`config.mk`:
```
export PLATFORM = sky130hd
export DESIGN_NAME = pc_sequencer
export DESIGN_NICKNAME = d
export VERILOG_FILES = /design/src/rtl/mips_pkg.sv /design/src/rtl/next_pc_sel.sv /design/src/rtl/pc_sequencer.sv
export SDC_FILE = /design/constraint.sdc
export NUM_CORES = 1
export LEC_CHECK = 0
export ABC_AREA = 1
export BUFFER_PORTS_ARGS = -buffer_cell sky130_fd_sc_hd__buf_2
export CORE_ASPECT_RATIO = 1.25
export CORE_MARGIN = 10
export CORE_UTILIZATION = 40
export DETAILED_ROUTE_END_ITERATION = 12
export MAX_ROUTING_LAYER = met4
export PLACE_DENSITY = 0.72
export SLEW_MARGIN = 15
export SYNTH_ARGS = -nofsm -noshare
export SYNTH_HDL_FRONTEND = slang
export SYNTH_HIERARCHICAL = 1
export SYNTH_SLANG_ARGS = --single-unit
```
`constraint.sdc`:
```
create_clock -name clk -period 2.6 [get_ports clk]
set_input_delay 0.13 -clock clk [delete_from_list [all_inputs] [get_ports clk]]
set_output_delay 0.13 -clock clk [all_outputs]
set_load 0.02 [all_outputs]
```
`src/rtl/mips_pkg.sv`:
```
// mips_pkg: shared definitions for the PC sequencing logic.
//   - pc_state_e : sequencer state encodings (RUN / EXC_BUB / HALT)
//   - DEF_RESET_PC, DEF_EXC_VECTOR : default reset and exception addresses
//   - br_taken() : conditional branch resolution
package mips_pkg;

    typedef enum logic [1:0] {
        ST_RUN     = 2'd0,
        ST_EXC_BUB = 2'd1,
        ST_HALT    = 2'd2
    } pc_state_e;

    localparam logic [31:0] DEF_RESET_PC   = 32'h0000_0000;
    localparam logic [31:0] DEF_EXC_VECTOR = 32'h0000_0800;

    // BEQ takes on equal, BNE takes on not-equal.
    function automatic logic br_taken(input logic branch,
                                      input logic bne_or_beq,
                                      input logic equal);
        return branch & (equal ^ bne_or_beq);
    endfunction

endpackage

```
`src/rtl/next_pc_sel.sv`:
```
// next_pc_sel: combinational next-fetch-address priority mux.
// Priority: ERET > JR > J > taken branch > PC+4.
// Ports:
//   pc_i          current PC
//   branch_i, bne_or_beq_i, equal_i  branch decode / compare result
//   jump_i, is_jr_i, is_eret_i       redirect kinds
//   jump_index_i  instr[25:0]
//   br_offset_i   sign-extended word offset
//   jr_target_i   register target
//   cp0_epc_i     ERET return address
//   target_o      selected next PC
//   misaligned_o  target_o[1:0] != 0
module next_pc_sel
    import mips_pkg::*;
(
    input  logic [31:0] pc_i,
    input  logic        branch_i,
    input  logic        bne_or_beq_i,
    input  logic        equal_i,
    input  logic        jump_i,
    input  logic        is_jr_i,
    input  logic        is_eret_i,
    input  logic [25:0] jump_index_i,
    input  logic [31:0] br_offset_i,
    input  logic [31:0] jr_target_i,
    input  logic [31:0] cp0_epc_i,
    output logic [31:0] target_o,
    output logic        misaligned_o
);

    logic [31:0] pc4;
    logic [31:0] br_tgt;
    logic [31:0] j_tgt;

    assign pc4    = pc_i + 32'd4;
    assign br_tgt = pc4 + {br_offset_i[29:0], 2'b00};
    // J stays inside the 256 MB region of the delay-slot-free successor.
    assign j_tgt  = {pc4[31:28], jump_index_i, 2'b00};

    always_comb begin
        target_o = pc4;
        if (is_eret_i)
            target_o = cp0_epc_i;
        else if (is_jr_i)
            target_o = jr_target_i;
        else if (jump_i)
            target_o = j_tgt;
        else if (br_taken(branch_i, bne_or_beq_i, equal_i))
            target_o = br_tgt;
    end

    assign misaligned_o = |target_o[1:0];

endmodule

```
`src/rtl/pc_sequencer.sv`:
```
// pc_sequencer: owns the MIPS program counter and the fetch sequencing FSM.
// States RUN / EXC_BUB (one bubble on exception entry) / HALT.
// Ports:
//   clk, reset            clock, synchronous active-high reset
//   stall, fetch_ready    hold conditions
//   branch, bne_or_beq, equal, jump, is_jr, is_eret  redirect decode
//   has_exp               exception from current instruction
//   halt_req, resume      enter / leave HALT
//   jump_index, br_offset, jr_target, cp0_epc  target sources
//   pc, pc_valid          fetch address and its validity
//   exc_pc, exc_take      EPC value and its one-cycle capture strobe
//   retired               advanced-instruction counter
//   addr_exc              misaligned-target exception pulse
// Build option: PC_SEQ_ALIGN_CHECK_EN turns misaligned targets into
// exceptions; without it targets are used verbatim and addr_exc is 0.
module pc_sequencer
    import mips_pkg::*;
#(
    parameter logic [31:0] RESET_PC   = DEF_RESET_PC,
    parameter logic [31:0] EXC_VECTOR = DEF_EXC_VECTOR
) (
    input  logic        clk,
    input  logic        reset,
    input  logic        stall,
    input  logic        fetch_ready,
    input  logic        branch,
    input  logic        bne_or_beq,
    input  logic        equal,
    input  logic        jump,
    input  logic        is_jr,
    input  logic        is_eret,
    input  logic        has_exp,
    input  logic        halt_req,
    input  logic        resume,
    input  logic [25:0] jump_index,
    input  logic [31:0] br_offset,
    input  logic [31:0] jr_target,
    input  logic [31:0] cp0_epc,
    output logic [31:0] pc,
    output logic        pc_valid,
    output logic [31:0] exc_pc,
    output logic        exc_take,
    output logic [31:0] retired,
    output logic        addr_exc
);

    pc_state_e   state_q, state_d;
    logic [31:0] pc_q, pc_d;
    logic        pc_valid_q, pc_valid_d;
    logic [31:0] exc_pc_q, exc_pc_d;
    logic        exc_take_q, exc_take_d;
    logic [31:0] retired_q, retired_d;
    logic        addr_exc_q, addr_exc_d;

    logic [31:0] target;
    logic        misaligned;
    logic        adv;

    next_pc_sel u_sel (
        .pc_i         (pc_q),
        .branch_i     (branch),
        .bne_or_beq_i (bne_or_beq),
        .equal_i      (equal),
        .jump_i       (jump),
        .is_jr_i      (is_jr),
        .is_eret_i    (is_eret),
        .jump_index_i (jump_index),
        .br_offset_i  (br_offset),
        .jr_target_i  (jr_target),
        .cp0_epc_i    (cp0_epc),
        .target_o     (target),
        .misaligned_o (misaligned)
    );

    assign adv = (state_q == ST_RUN) & pc_valid_q & fetch_ready & ~stall;

    always_comb begin
        state_d    = state_q;
        pc_d       = pc_q;
        pc_valid_d = pc_valid_q;
        exc_pc_d   = exc_pc_q;
        exc_take_d = 1'b0;
        retired_d  = retired_q;
        addr_exc_d = 1'b0;
        case (state_q)
            ST_RUN: begin
                // has_exp wins over stall, fetch_ready and halt_req.
                if (has_exp) begin
                    pc_d       = EXC_VECTOR;
                    exc_pc_d   = pc_q;
                    exc_take_d = 1'b1;
                    pc_valid_d = 1'b0;
                    state_d    = ST_EXC_BUB;
                end else if (adv) begin
`ifdef PC_SEQ_ALIGN_CHECK_EN
                    if (misaligned) begin
                        pc_d       = EXC_VECTOR;
                        exc_pc_d   = target;
                        exc_take_d = 1'b1;
                        addr_exc_d = 1'b1;
                        pc_valid_d = 1'b0;
                        state_d    = ST_EXC_BUB;
                    end else
`endif
                    begin
                        pc_d      = target;
                        retired_d = retired_q + 32'd1;
                        if (halt_req) begin
                            pc_valid_d = 1'b0;
                            state_d    = ST_HALT;
                        end
                    end
                end
            end
            ST_EXC_BUB: begin
                pc_valid_d = 1'b1;
                state_d    = ST_RUN;
            end
            ST_HALT: begin
                if (resume) begin
                    pc_valid_d = 1'b1;
                    state_d    = ST_RUN;
                end
            end
            default: begin
                state_d    = ST_RUN;
                pc_valid_d = 1'b1;
            end
        endcase
    end

`ifndef PC_SEQ_ALIGN_CHECK_EN
    // Misalignment is only consumed by alignment-check builds.
    logic sel_unused;
    assign sel_unused = misaligned;
`endif

    always_ff @(posedge clk) begin
        if (reset) begin
            state_q    <= ST_RUN;
            pc_q       <= RESET_PC;
            pc_valid_q <= 1'b1;
            exc_pc_q   <= 32'd0;
            exc_take_q <= 1'b0;
            retired_q  <= 32'd0;
            addr_exc_q <= 1'b0;
        end else begin
            state_q    <= state_d;
            pc_q       <= pc_d;
            pc_valid_q <= pc_valid_d;
            exc_pc_q   <= exc_pc_d;
            exc_take_q <= exc_take_d;
            retired_q  <= retired_d;
            addr_exc_q <= addr_exc_d;
        end
    end

    assign pc       = pc_q;
    assign pc_valid = pc_valid_q;
    assign exc_pc   = exc_pc_q;
    assign exc_take = exc_take_q;
    assign retired  = retired_q;
    assign addr_exc = addr_exc_q;

endmodule

```
==> summary.txt <==
Synthesis
  • Synthesized Nets: 1709
  • Mapped Cells: 1535
  • Synth Cell Area: between 8000 and 9000 sq um
  • Synth warn: 6
  • Post-Syn Area per Cell: 5.70 sq um

Clocking
  • H-tree depth: 3
  • Clock sink count: 100
  • Clk pin slew, worst setup/hold paths: ~0.090 ns
  • Clk root buf: clkbuf_16
  • CTS tree: yes
  • Hold Buf Count CTS: 0
  • Cts bufs inserted: 9
  • Worst skew pair latency: ~0.36 ns
  • Clock Tree Buf Depth: 2

Power
  • P_int: 0.00282 W
  • P_leak: 7.05 nW
  • Sw frac: 35.7%
  • Flop pwr share: 37.2%
  • Overall Power: 0.00438 W
  • Power share of the clock group: about 31%
  • Peak VDD IR: 387 uV
  • Power density cells: 312 nW/um^2
  • Combinational share of power: 31.7%
  • Total net switching power: approximately 0.0016 W

Die
  • Initial Util: between 40% and 50%
  • Die ar.: 28200 sq um
  • FP Rows: 60
  • Die height: around 190 um
  • Core area: 21500 sq um
  • Die width: 152 um
  • Num ports: 234

STA
  • Final Hold Fails: 0
  • Endpoints failing setup: 25
  • Max-slew violations: 0
  • RSZ-0062 raised after global routing: yes
  • Worst clock skew: ~0.013 ns
  • Fmax: 0.334 GHz
  • Max_slew headroom: 49.6%
  • Slew @ Worst Pin: 0.756 ns
  • Setup TNS: -6.13 ns
  • Fin crit share: 115%
  • Min Clock Period, post-route: ~3 ns
  • Final WS setup: -0.391 ns
  • Worst Hold Slack: 0.107 ns

Place
  • HPWL Detailed: 30600 um
  • Dpl cells: 2190
  • Routability cong.: around 1
  • # port buffers: between 200 and 250

Detailed routing
  • 1st-iter DRT viols: 788
  • DRC violations left: 0
  • Via density: slightly above 5
  • Wirelength per Cell: between 15 and 20 um
  • Final WL: around 40000 um
  • Via count: 11.7k
  • DRT antenna net count: 0
  • First-pass DRT Iterations: 7

Final layout
  • Share of layout cells above drive strength 1: 44.2%
  • Final Non-Filler Cells: between 2k and 2.5k
  • # diodes: 0
  • Fin nets: ~2.1k
  • Synth-to-Final Area Change: 60.5%
  • Number of fill cells in the layout: about 1.9k

Global routing
  • Vias in the first global route: 11.2k
  • Global route overflow: 0
  • Total track usage: 26.7%
  • First-pass GRT wire length: 59100 um
  • Initial antenna violation count: 0
  • Largest net degree at the start of global routing: 51

Setup path
  • Kind of critical path: reg -> reg
  • WP data arrival: 3.27 ns
  • CP startpoint kind: flop
  • Max Fanout on Critical Path: 4
  • Worst setup EP type: flop
  • Worst endpoint required time: 2.88 ns

Hold path
  • HP Class: in -> reg

Status
  • Status: finished, violations left
  • Failing checks: setup timing

Job
  • Max-cap violation count: 0
-- path summary, 6_finish.rpt --
| path | start | to | slack, ns | cells after the start |
|---|---|---|---|---|
| hold / removal | resume | state_q[1] | 0.11 | 3 |
| hold reg to reg | retired[16] | retired[16] | 0.50 | 1 |
| setup reg to reg | pc[2] | pc[22] | -0.39 | 21 |
| setup / recovery | pc[2] | pc[22] | -0.39 | 21 |
-- per-layer routing --
layer,GRT usage [%],vias to the layer above,wire length (um)
li1,-,5659,-
met1,30.6,5436,16100
met2,45.9,472,19700
met3,3.39,112,2380
met4,12.0,0,1970
met5,-,-,0
-- worst max-delay path: stages, from the launching register on --
cell     delay [ns]
dfxtp_4        0.38
buf_6          0.10
inv_4          0.03
nor2_4         0.19
inv_4          0.07
buf_6          0.12
nor3_4         0.21
or2_4          0.17
nand2_4        0.06
inv_4          0.09
ha_4           0.23
nand2_4        0.08
nor2_4         0.04
buf_6          0.12
a21oi_4        0.21
buf_6          0.13
nand4_1        0.10
nand3_2        0.11
nand3_2        0.06
a21oi_2        0.15
nand2_1        0.07
a21oi_1        0.17
-- flip-flops by register name (all words and copies together), names as in the netlist --
signal,cells
exc_pc,32
state_q,2
pc,32
exc_take,1
retired,32
pc_valid,1
-- layout make-up --
cell class	instances	area, sq um	share of cell area (%)
multi-input combinational	1203	7570	53.9
timing repair buffer	463	3030	21.6
sequential	100	2070	14.7
inverter	189	727	5.18
tap	279	349	2.49
clock buffer	9	225	1.60
clock inverter	7	68.8	0.490
-- stage by stage --
stage	util, %	area, sq um	setup WS [ns]
6_report	65.2	14000	-0.391
5_1_grt	65.2	14000	-0.577
4_1_cts	60.5	13000	-0.338
3_5_place_dp	53.5	11500	-0.829
3_3_place_gp	53.5	11500	-0.789
2_1_floorplan	-	8800	-0.0133
-- timing repair --
action	in CTS	in global routing
gates resized for setup	241	205
pin swaps	116	159
endpoints found under the setup margin	24	26
buffers inserted	25	19
-- cell usage in the layout, fill, tap and decap left out, drive strengths merged, types with 2 or more instances in the layout --
| master | count |
|---|---|
| a21o | 3 |
| a21oi | 96 |
| a221oi | 3 |
| a22oi | 2 |
| a31oi | 2 |
| and2 | 4 |
| buf | 463 |
| clkbuf | 9 |
| clkinv | 6 |
| dfxtp | 100 |
| ha | 38 |
| inv | 189 |
| nand2 | 540 |
| nand3 | 91 |
| nand3b | 4 |
| nand4 | 15 |
| nor2 | 273 |
| nor3 | 14 |
| o211ai | 5 |
| o21ai | 67 |
| o21bai | 5 |
| o221ai | 2 |
| o22ai | 3 |
| or2 | 5 |
| xnor2 | 6 |
| xor2 | 19 |
-- power by group through the flow --
stage / Sequential, W / Clock (W) / Combinational, W
5_1_grt: 0.00164 / 0.00143 / 0.00149
2_1_floorplan: 0.00175 / 0 / 0.000523
3_5_place_dp: 0.00167 / 0 / 0.00111
4_1_cts: 0.00163 / 0.00137 / 0.00125
6_report: 0.00163 / 0.00136 / 0.00139
3_3_place_gp: 0.00167 / 0 / 0.00111
Note: power is estimated with default switching activity, not from simulation.
